$ cat config.mk
export PLATFORM = sky130hd
export DESIGN_NAME = scene_sequencer
export DESIGN_NICKNAME = d
export VERILOG_FILES = /design/src/rtl/scene_pkg.sv /design/src/rtl/frame_tick_gen.sv /design/src/rtl/scene_sequencer.sv
export SDC_FILE = /design/constraint.sdc
export NUM_CORES = 1
export LEC_CHECK = 0
export ABC_AREA = 1
export CAP_MARGIN = 20
export CORE_ASPECT_RATIO = 1.25
export CORE_UTILIZATION = 40
export DETAILED_ROUTE_END_ITERATION = 12
export GPL_ROUTABILITY_DRIVEN = 1
export PLACE_DENSITY = 0.66
export SYNTH_ARGS = -nofsm -noshare
export SYNTH_HDL_FRONTEND = slang
export SYNTH_HIERARCHICAL = 1
export SYNTH_SLANG_ARGS = --single-unit
$ cat constraint.sdc
create_clock -name clk -period 2.1 [get_ports clk]
set_input_delay 0.315 -clock clk [delete_from_list [all_inputs] [get_ports clk]]
set_output_delay 0.315 -clock clk [all_outputs]
set_load 0.005 [all_outputs]
$ cat src/rtl/scene_pkg.sv
// scene_pkg: types and screen/ground constants shared by the scene sequencer
// and its frame tick generator.
//   jump_state_t : jump FSM encoding (IDLE, RISE, HOLD, FALL)
//   H_ACTIVE     : visible pixels per line
//   V_ACTIVE     : visible lines; the frame tick fires at y == V_ACTIVE, x == 0
//   GROUND_Y     : Pikachu top-edge row when standing
package scene_pkg;

    typedef enum logic [1:0] {
        IDLE = 2'd0,
        RISE = 2'd1,
        HOLD = 2'd2,
        FALL = 2'd3
    } jump_state_t;

    localparam int H_ACTIVE = 640;
    localparam int V_ACTIVE = 480;
    localparam int GROUND_Y = 336;

endpackage

$ cat src/rtl/frame_tick_gen.sv
// frame_tick_gen: one-clock pulse at the start of vertical blanking.
// The raster position (y == V_LINE, x == 0) may be presented for several
// clocks; only its first clock produces a tick.
// Ports:
//   clk  in   clock
//   rst  in   synchronous reset, active-high
//   x    in   [9:0] raster column
//   y    in   [9:0] raster row
//   tick out  frame tick (combinational, qualified by registered history)
module frame_tick_gen
    import scene_pkg::*;
#(
    parameter int V_LINE = V_ACTIVE
) (
    input  logic       clk,
    input  logic       rst,
    input  logic [9:0] x,
    input  logic [9:0] y,
    output logic       tick
);

    logic at_start;
    logic seen_d;
    logic seen_q;

    always_comb begin
        at_start = (y == 10'(V_LINE)) && (x == 10'd0);
        seen_d   = at_start;
        tick     = at_start && !seen_q;
    end

    always_ff @(posedge clk) begin
        if (rst) begin
            seen_q <= 1'b0;
        end else begin
            seen_q <= seen_d;
        end
    end

endmodule

$ cat src/rtl/scene_sequencer.sv
// scene_sequencer: per-frame controller for the pixel colour datapath.
// Once per frame (at the start of vertical blanking) it advances the scroll
// offset, the jump FSM that positions Pikachu and the sprite animation.
// Optional build macro JUMP_BUFFER_EN: a button press during FALL is kept
// and re-launches the jump on the tick after landing.
// Ports:
//   clk      in   clock
//   rst      in   synchronous reset, active-high
//   x, y     in   [9:0] raster column / row
//   run      in   game running; 0 freezes all motion
//   jump_btn in   jump button level, already synchronous to clk
//   offset   out  [9:0] scroll offset to the block repeater
//   move     out  one-clock pulse when offset changes
//   pika_y   out  [9:0] Pikachu top-edge row
//   anim     out  sprite frame select
//   jumping  out  jump FSM is not IDLE
//
// state | meaning
// IDLE  | standing on ground, animating, waiting for a pending press
// RISE  | moving up JUMP_STEP per frame until the apex
// HOLD  | parked at the apex for HOLD_FRAMES frames
// FALL  | moving down JUMP_STEP per frame until back on ground
module scene_sequencer
    import scene_pkg::*;
#(
    parameter int WRAP        = 640,
    parameter int SCROLL_STEP = 2,
    parameter int SCROLL_DIV  = 1,
    parameter int JUMP_HEIGHT = 64,
    parameter int JUMP_STEP   = 4,
    parameter int HOLD_FRAMES = 8,
    parameter int ANIM_FRAMES = 8
) (
    input  logic       clk,
    input  logic       rst,
    input  logic [9:0] x,
    input  logic [9:0] y,
    input  logic       run,
    input  logic       jump_btn,
    output logic [9:0] offset,
    output logic       move,
    output logic [9:0] pika_y,
    output logic       anim,
    output logic       jumping
);

`ifdef JUMP_BUFFER_EN
    localparam logic BUFFER_IN_FALL = 1'b1;
`else
    localparam logic BUFFER_IN_FALL = 1'b0;
`endif

    localparam logic [10:0] APEX_Y = 11'(GROUND_Y - JUMP_HEIGHT);

    logic        tick;
    logic        btn_rise;
    logic [10:0] offset_sum;
    logic [10:0] rise_y;
    logic [10:0] fall_y;

    jump_state_t state_d,    state_q;
    logic [9:0]  offset_d,   offset_q;
    logic        move_d,     move_q;
    logic [9:0]  pika_y_d,   pika_y_q;
    logic        anim_d,     anim_q;
    logic [7:0]  div_cnt_d,  div_cnt_q;
    logic [7:0]  hold_cnt_d, hold_cnt_q;
    logic [7:0]  anim_cnt_d, anim_cnt_q;
    logic        pending_d,  pending_q;
    logic        btn_d,      btn_q;

    frame_tick_gen #(.V_LINE(V_ACTIVE)) u_tick (
        .clk  (clk),
        .rst  (rst),
        .x    (x),
        .y    (y),
        .tick (tick)
    );

    always_comb begin
        state_d    = state_q;
        offset_d   = offset_q;
        move_d     = 1'b0;
        pika_y_d   = pika_y_q;
        anim_d     = anim_q;
        div_cnt_d  = div_cnt_q;
        hold_cnt_d = hold_cnt_q;
        anim_cnt_d = anim_cnt_q;
        pending_d  = pending_q;
        btn_d      = jump_btn;
        btn_rise   = jump_btn && !btn_q;
        offset_sum = {1'b0, offset_q} + 11'(SCROLL_STEP);
        rise_y     = {1'b0, pika_y_q} - 11'(JUMP_STEP);
        fall_y     = {1'b0, pika_y_q} + 11'(JUMP_STEP);

        if (tick && run) begin
            if (div_cnt_q == 8'(SCROLL_DIV - 1)) begin
                div_cnt_d = 8'd0;
                move_d    = 1'b1;
                offset_d  = (offset_sum >= 11'(WRAP)) ? 10'(offset_sum - 11'(WRAP))
                                                      : offset_sum[9:0];
            end else begin
                div_cnt_d = div_cnt_q + 8'd1;
            end

            if (state_q == IDLE) begin
                if (anim_cnt_q == 8'(ANIM_FRAMES - 1)) begin
                    anim_cnt_d = 8'd0;
                    anim_d     = !anim_q;
                end else begin
                    anim_cnt_d = anim_cnt_q + 8'd1;
                end
            end

            case (state_q)
                IDLE: begin
                    if (pending_q) begin
                        state_d   = RISE;
                        pending_d = 1'b0;
                    end
                end
                RISE: begin
                    if (rise_y <= APEX_Y) begin
                        pika_y_d   = APEX_Y[9:0];
                        state_d    = HOLD;
                        hold_cnt_d = 8'd0;
                    end else begin
                        pika_y_d = rise_y[9:0];
                    end
                end
                HOLD: begin
                    if (hold_cnt_q == 8'(HOLD_FRAMES - 1)) begin
                        state_d = FALL;
                    end else begin
                        hold_cnt_d = hold_cnt_q + 8'd1;
                    end
                end
                FALL: begin
                    if (fall_y >= 11'(GROUND_Y)) begin
                        pika_y_d = 10'(GROUND_Y);
                        state_d  = IDLE;
                    end else begin
                        pika_y_d = fall_y[9:0];
                    end
                end
                default: state_d = IDLE;
            endcase
        end

        // Evaluated after the tick so an edge coinciding with a tick is kept
        // for the following tick rather than serviced now.
        if (btn_rise && run) begin
            pending_d = (state_q == IDLE) || (BUFFER_IN_FALL && (state_q == FALL));
        end
    end

    always_ff @(posedge clk) begin
        if (rst) begin
            state_q    <= IDLE;
            offset_q   <= 10'd0;
            move_q     <= 1'b0;
            pika_y_q   <= 10'(GROUND_Y);
            anim_q     <= 1'b0;
            div_cnt_q  <= 8'd0;
            hold_cnt_q <= 8'd0;
            anim_cnt_q <= 8'd0;
            pending_q  <= 1'b0;
            btn_q      <= 1'b0;
        end else begin
            state_q    <= state_d;
            offset_q   <= offset_d;
            move_q     <= move_d;
            pika_y_q   <= pika_y_d;
            anim_q     <= anim_d;
            div_cnt_q  <= div_cnt_d;
            hold_cnt_q <= hold_cnt_d;
            anim_cnt_q <= anim_cnt_d;
            pending_q  <= pending_d;
            btn_q      <= btn_d;
        end
    end

    always_comb begin
        offset  = offset_q;
        move    = move_q;
        pika_y  = pika_y_q;
        anim    = anim_q;
        jumping = (state_q != IDLE);
    end

endmodule

==> summary.md, run 1 <==
| Metric | Value |
|---|---|
| Syn_area_per_cell | 6.55 um^2 |
| Initial core utilization | 42.1% |
| Final Slew Violations | 0 |
| Die width | 79.4 um |
| Post-detail-place hpwl | 5180 um |
| Critical path origin | offset[2]$_SDFFE_PP0P_ |
| Syn Std Cell Area | 2990 um^2 |
| Starting DRT DRC Count | 140 |
| PwrDens | 428 nW/um^2 |
| Design Area, Final | 4030 um^2 |
| Distinct cells, synth | 35 |
| Grt met3 use | 2.50% |
| Number of global-route vias before repair | 2889 |
| Max_cap viols | 0 |
| WL/cell | 11.2 um |
| RSZ-0062 raised after global routing | true |
| R2r startpoint | offset[2]$_SDFFE_PP0P_ |
| Detail Route Antenna Nets | 0 |
| Drt pass-1 iters | 4 |
| Root Buffer | clkbuf_8 |
| Setup crit end | offset[8]$_SDFFE_PP0P_ |
| Status | completed |
| Critical Path AT | 2280 ps |
| Yosys warns | 6 |
| Top_reg_cell synth | dfxtp_1 |
| Final wirelength | 7000 um |
| Final Critical Period | 2080 ps |
| Worst setup path category | reg -> reg |
| Core Area | 7100 um^2 |
| Final Hold Vio Count | 0 |
| Row count | 34 |
| CP max-delay cell | dfxtp_2 |
| LEAKAGE | 1.79 nW |
| CP required | 2300 ps |
| Buffers on Ports | 43 |
| Largest net degree at the start of global routing | 15 |
| TritonCTS clock tree | done |
| Top cells by area, synth | dfxtp_1, nand2_1, nor2_1 |
| Gr usage total | 18.9% |
| Synth top area share | 32.1% |
| Synth Instances | 457 |
| Cells along the critical path | ha_4 > nand2_4 > nor3_4 > xor2_2 > ha_2 > nand3_2 > nor2_1 > nand3_1 > nor2_1 > nor2_2 > nand2_1 > nand2_1 > nor2_1 > nor2_1 |
| Sink Count | 48 |
| Layout cell share with drive strength beyond 1 | 17.4% |
| Most common cell on crit path | nor2_1 |
| F_max | 0.481 GHz |
| Total gr overflow | 0 |
| Routability cong. | 0.835 |
| Initial antenna violation count | 0 |
| Clock transition at path regs | 90 ps |
| CP Capture Type | flop |
| Total number of vias | 3049 |
| Final non-filler cell total | 624 |
| Hold Path Class | in -> reg |
| Post-route setup TNS | 0 ps |
| Worst Setup Slack, final | 22.3 ps |
| Worst reg2reg path depth | 14 |
| CTS Hold Bufs | 0 |
| Antenna fix cells | 0 |
| DRC Markers | 0 |
| Seq/Total Area, Yosys | 32.1% |
| Die Y | 98.7 um |
| I/O pin count | 47 |
| Worst reg2reg endpoint | offset[8]$_SDFFE_PP0P_ |
| CTS buffer count | 5 |
| Die Area | 7840 um^2 |
| Final setup fails | 0 |
| Crit path buffers/inverters | 0 |
| Startpoint types | flop |
| GR met2 Demand/Resource | 34.9% |
| Nets | 572 |
| Setup Slack @ Placement | -289 ps |
| CTS max path bufs | 2 |
| Grt met1 use | 22.3% |
| P&R area growth vs syn | 34.7% |
| Max incr delay on CP | 360 ps |
| Clk_lat worst skew | 300 ps |
| Ys async rst share | 0% |
| Worst Skew | 8.09 ps |
| H-tree depth | 2 |
| Worst VDD drop | 0.250 mV |
| CP max FO | 4 |
| Tcrit/Tclk final | 98.9% |
| Busiest grt layer | met2 |
| Area leader, netlist | dfxtp_1 |
| Post-DR vias/cell | 4.89 |
| Placed Cells incl. Taps | 611 |
| Synth Register Bits | 48 |
| Flop2flop setup slack | 20 ps |
| Crit path depth | 14 |
| Area after DPL | 3680 um^2 |
| Number of synthesized flops with an enable pin | 0 |
| CP delay by family, top | simple AND/OR/NAND/NOR gates |
| First-pass GRT wire length | 12100 um |
routing by layer:
metal | part of all wire (%) | vias up
met5 | 0 | -
met3 | 4.1 | 10
li1 | - | 1602
met4 | 1.5 | 0
met1 | 44 | 1366
met2 | 50 | 71
cell usage after synthesis (all sizes together), types with 2 or more instances:
cell and number:
a211oi 2, inv 61, nor3 16, ha 15, nand2 113, o21ai 24
xnor2 3, xor2 10, or2 2, buf 7, o22ai 2, a21oi 29
nor2 71, dfxtp 48, clkbuf 2, o21bai 2, nand3 31, nand4 12
tightest hold or removal path, delay by kind of cell:
family | cells | cell delay [ps]
and+or+nand+nor | 5 | 270
buffers and inverters | 1 | 80
registers in the layout (all words and copies together), names as in the netlist, 2 cells and up:
signal      count
offset          9
anim_cnt_q      8
div_cnt_q       8
hold_cnt_q      8
pika_y          8
state_q         2
cell usage in the layout (no fill, tap or decap), types with 2 or more instances in the layout:
cell type	count
a211oi_1	2
a21oi_1	28
buf_4	33
clkbuf_8	7
clkdlybuf4s50_1	33
conb_1	3
dfxtp_1	45
dfxtp_2	3
dlymetal6s2s_1	10
ha_1	13
inv_1	55
inv_2	5
nand2_1	103
nand2_2	7
nand2_4	2
nand3_1	21
nand3_2	8
nand3_4	2
nand4_1	12
nor2_1	58
nor2_2	10
nor2_4	3
nor3_1	13
nor3_4	2
o21ai_0	22
o21ai_1	2
o21bai_1	2
o22ai_1	2
or2_2	2
xnor2_1	3
xor2_1	9
report_power, final:
part / total (mW) / switching [mW] / internal, mW
Clock: 0.731 / 0.310 / 0.420
Combinational: 0.0823 / 0.0338 / 0.0485
Sequential: 0.912 / 0.000940 / 0.911
layout make-up:
type	instances	area [um^2]
Timing Repair Buffer	76	703
Fill cell	656	3070
Sequential cell	48	965
Tap cell	90	113
Inverter	61	231
Multi-Input combinational cell	341	1900
Clock inverter	1	30.0
Clock buffer	7	96.3
worst min-delay path by stage:
stage                                    startpoint                         to  slack (ps)  cells past startpoint
after floorplan                                 rst   u_tick/seen_q$_SDFF_PP0_         390                      1
after global placement    div_cnt_q[7]$_SDFFE_PP0P_  div_cnt_q[7]$_SDFFE_PP0P_         440                      1
after detailed placement  div_cnt_q[7]$_SDFFE_PP0P_  div_cnt_q[7]$_SDFFE_PP0P_         440                      1
after CTS                 div_cnt_q[7]$_SDFFE_PP0P_  div_cnt_q[7]$_SDFFE_PP0P_         460                      1
after global routing                           x[2]   u_tick/seen_q$_SDFF_PP0_         450                      6
final                                          x[2]   u_tick/seen_q$_SDFF_PP0_         410                      6
metrics by stage:
step | utilization, % | hold WS [ps] | power [mW]
finish | 56.8 | 408 | 1.73
global route | 56.8 | 450 | 1.79
CTS | 53.8 | 457 | 1.75
detailed placement | 51.8 | 443 | 1.02
global placement | 51.8 | 435 | 1.02
floorplan | - | 387 | 0.962
what timing repair did:
item / CTS / global route
buffers inserted: 1 / 4
cloned: 0 / 0
pin swaps: 1 / 26
endpoints found under the setup margin: 2 / 21
gates resized for setup: 1 / 50
logic make-up after synthesis:
logic type / after synthesis / share of synthesized area (%)
other: 1 / 0.125
and+or+nand+nor: 248 / 36.4
xor gates and xnor gates: 13 / 3.80
adders and majority gates: 15 / 6.27
AOI/OAI and AO/OA: 62 / 11.1
DFF: 48 / 32.1
buffers and inverters: 70 / 10.2
Note: power is estimated with default switching activity, not from simulation.
==> inputs of run 2 (changes only) <==
--- a/config.mk
+++ b/config.mk
@@ -11,6 +11,7 @@
 export CORE_UTILIZATION = 40
 export DETAILED_ROUTE_END_ITERATION = 12
 export GPL_ROUTABILITY_DRIVEN = 1
+export GPL_TIMING_DRIVEN = 0
 export PLACE_DENSITY = 0.66
 export SYNTH_ARGS = -nofsm -noshare
 export SYNTH_HDL_FRONTEND = slang
==> summary.md, run 2 (same netlist as run 1, synthesis figures left out) <==
| Metric | Value |
|---|---|
| Status | completed |
| Antenna fix cells | 0 |
| CP required | 2310 ps |
| Startpoint types | flop |
| Worst reg2reg path depth | 14 |
| CTS Hold Bufs | 0 |
| Post-DR vias/cell | 4.94 |
| CTS buffer count | 5 |
| Total number of vias | 3022 |
| I/O pin count | 47 |
| Clk_lat worst skew | 310 ps |
| Worst Setup Slack, final | 48.4 ps |
| Worst VDD drop | 0.328 mV |
| PwrDens | 476 nW/um^2 |
| Largest net degree at the start of global routing | 16 |
| Layout cell share with drive strength beyond 1 | 17.4% |
| P&R area growth vs syn | 34.1% |
| Max_slew headroom | 62.0% |
| Slew at the pin closest to its max-slew limit | 569 ps |
| Worst setup path category | reg -> reg |
| Clock transition at path regs | 100 ps |
| Design Area, Final | 4020 um^2 |
| Cells along the critical path | ha_4 > nand2_4 > nor3_2 > xor2_1 > ha_2 > nand3_2 > nor2_2 > nand3_2 > nor2_4 > nor2_4 > nand2_1 > nand2_1 > nor2_1 > nor2_1 |
| Core Area | 7100 um^2 |
| Drt pass-1 iters | 4 |
| Final setup fails | 0 |
| FILL cells | 687 |
| First-pass GRT wire length | 11700 um |
| Final wirelength | 6990 um |
| Total Power | 1.91 mW |
| F_max | 0.487 GHz |
| H-tree depth | 2 |
| RSZ-0062 raised after global routing | true |
| LEAKAGE | 1.77 nW |
| Final Hold Vio Count | 0 |
| R2r startpoint | offset[2]$_SDFFE_PP0P_ |
| Final Slew Violations | 0 |
| WL/cell | 11.4 um |
| Total gr overflow | 0 |
| Max_cap viols | 0 |
| Hold Path Class | in -> reg |
| Buffers on Ports | 43 |
| Final Critical Period | 2050 ps |
| TritonCTS clock tree | done |
| CP Capture Type | flop |
| Critical Path AT | 2260 ps |
| Worst Skew | 12.5 ps |
| Die Area | 7840 um^2 |
| Number of global-route vias before repair | 2827 |
| Max incr delay on CP | 390 ps |
| Setup crit end | offset[8]$_SDFFE_PP0P_ |
| Gr usage total | 18.3% |
| Critical path origin | offset[2]$_SDFFE_PP0P_ |
| Commonest non-fill, non-tap cell in the layout | nand2_1 |
| Placed Cells incl. Taps | 592 |
| Number of flip-flops in the largest register | 9 |
| Routability cong. | 0.873 |
| CP max-delay cell | dfxtp_4 |
| Tcrit/Tclk final | 97.7% |
| Post-detail-place hpwl | 5070 um |
| Initial core utilization | 42.1% |
| Row count | 34 |
| Setup Slack @ Placement | -600 ps |
| Final non-filler cell total | 612 |
| Die Y | 98.7 um |
| CTS max path bufs | 2 |
| Area after DPL | 3540 um^2 |
| Most frequent cells in the layout | nand2_1, nor2_1, inv_1 |
| Initial antenna violation count | 0 |
| CP max FO | 4 |
| Worst reg2reg endpoint | offset[8]$_SDFFE_PP0P_ |
| Root Buffer | clkbuf_8 |
| Flop2flop setup slack | 50 ps |
| Detail Route Antenna Nets | 0 |
| Final core occ | 56.5% |
| Nets | 560 |
| Sink Count | 48 |
| Die width | 79.4 um |
| DRC Markers | 0 |
| Starting DRT DRC Count | 110 |
## run 2: timing repair
action | 4_1_cts | 5_1_grt
setup endpoints to repair | 23 | 40
resized for setup | 13 | 61
pin swaps | 3 | 38
setup buffers | 4 | 8
endpoints found under the hold margin | 0 | 0
## run 2: power breakdown
| group | switching [mW] | leakage [nW] | internal [mW] | total, mW |
|---|---|---|---|---|
| clock network | 0.326 | 0.0784 | 0.595 | 0.922 |
| registers | 0.000893 | 0.392 | 0.908 | 0.908 |
| logic | 0.0350 | 1.30 | 0.0452 | 0.0802 |
| total | 0.362 | 1.77 | 1.55 | 1.91 |
## run 2: cell type report
| class | count | area [um^2] | share of cell area (%) |
|---|---|---|---|
| clock inverters | 3 | 90.1 | 2.24 |
| well taps | 90 | 113 | 2.80 |
| inverters | 61 | 231 | 5.76 |
| multi-input cells | 341 | 1900 | 47.4 |
| flip-flops and latches | 48 | 978 | 24.4 |
| repair buffers | 55 | 558 | 13.9 |
| plain buffers | 9 | 75.1 | 1.87 |
| clock buffers | 5 | 68.8 | 1.71 |
## run 2: worst min path at each step
stage                                           end                      start  cells past startpoint
final                      u_tick/seen_q$_SDFF_PP0_                       x[7]                      6
after global placement    div_cnt_q[7]$_SDFFE_PP0P_  div_cnt_q[7]$_SDFFE_PP0P_                      1
after detailed placement  div_cnt_q[7]$_SDFFE_PP0P_  div_cnt_q[7]$_SDFFE_PP0P_                      1
after floorplan            u_tick/seen_q$_SDFF_PP0_                        rst                      1
after CTS                 div_cnt_q[7]$_SDFFE_PP0P_  div_cnt_q[7]$_SDFFE_PP0P_                      1
after global routing       u_tick/seen_q$_SDFF_PP0_                       x[1]                      6
## run 2: routing by layer
layer	vias up	track usage [%]	wire length, um
met5	-	0	0
met3	12	2.59	183
met4	0	7.83	139
met1	1375	21.1	3050
met2	53	33.2	3610
li1	1582	-	-
## run 2: worst max-delay path: cells and delay by family (launching register included)
family,cells,cell delay (ps)
simple gates,11,950
flops,1,390
fa+ha+maj,2,390
xor+xnor,1,210
## run 2: per-stage QoR
stage               TNS (ps)  hold slack [ps]
finish                     0              403
CTS                    -15.0              468
global placement      -13160              443
detailed placement    -13810              449
floorplan                  0              387
global route            -473              449
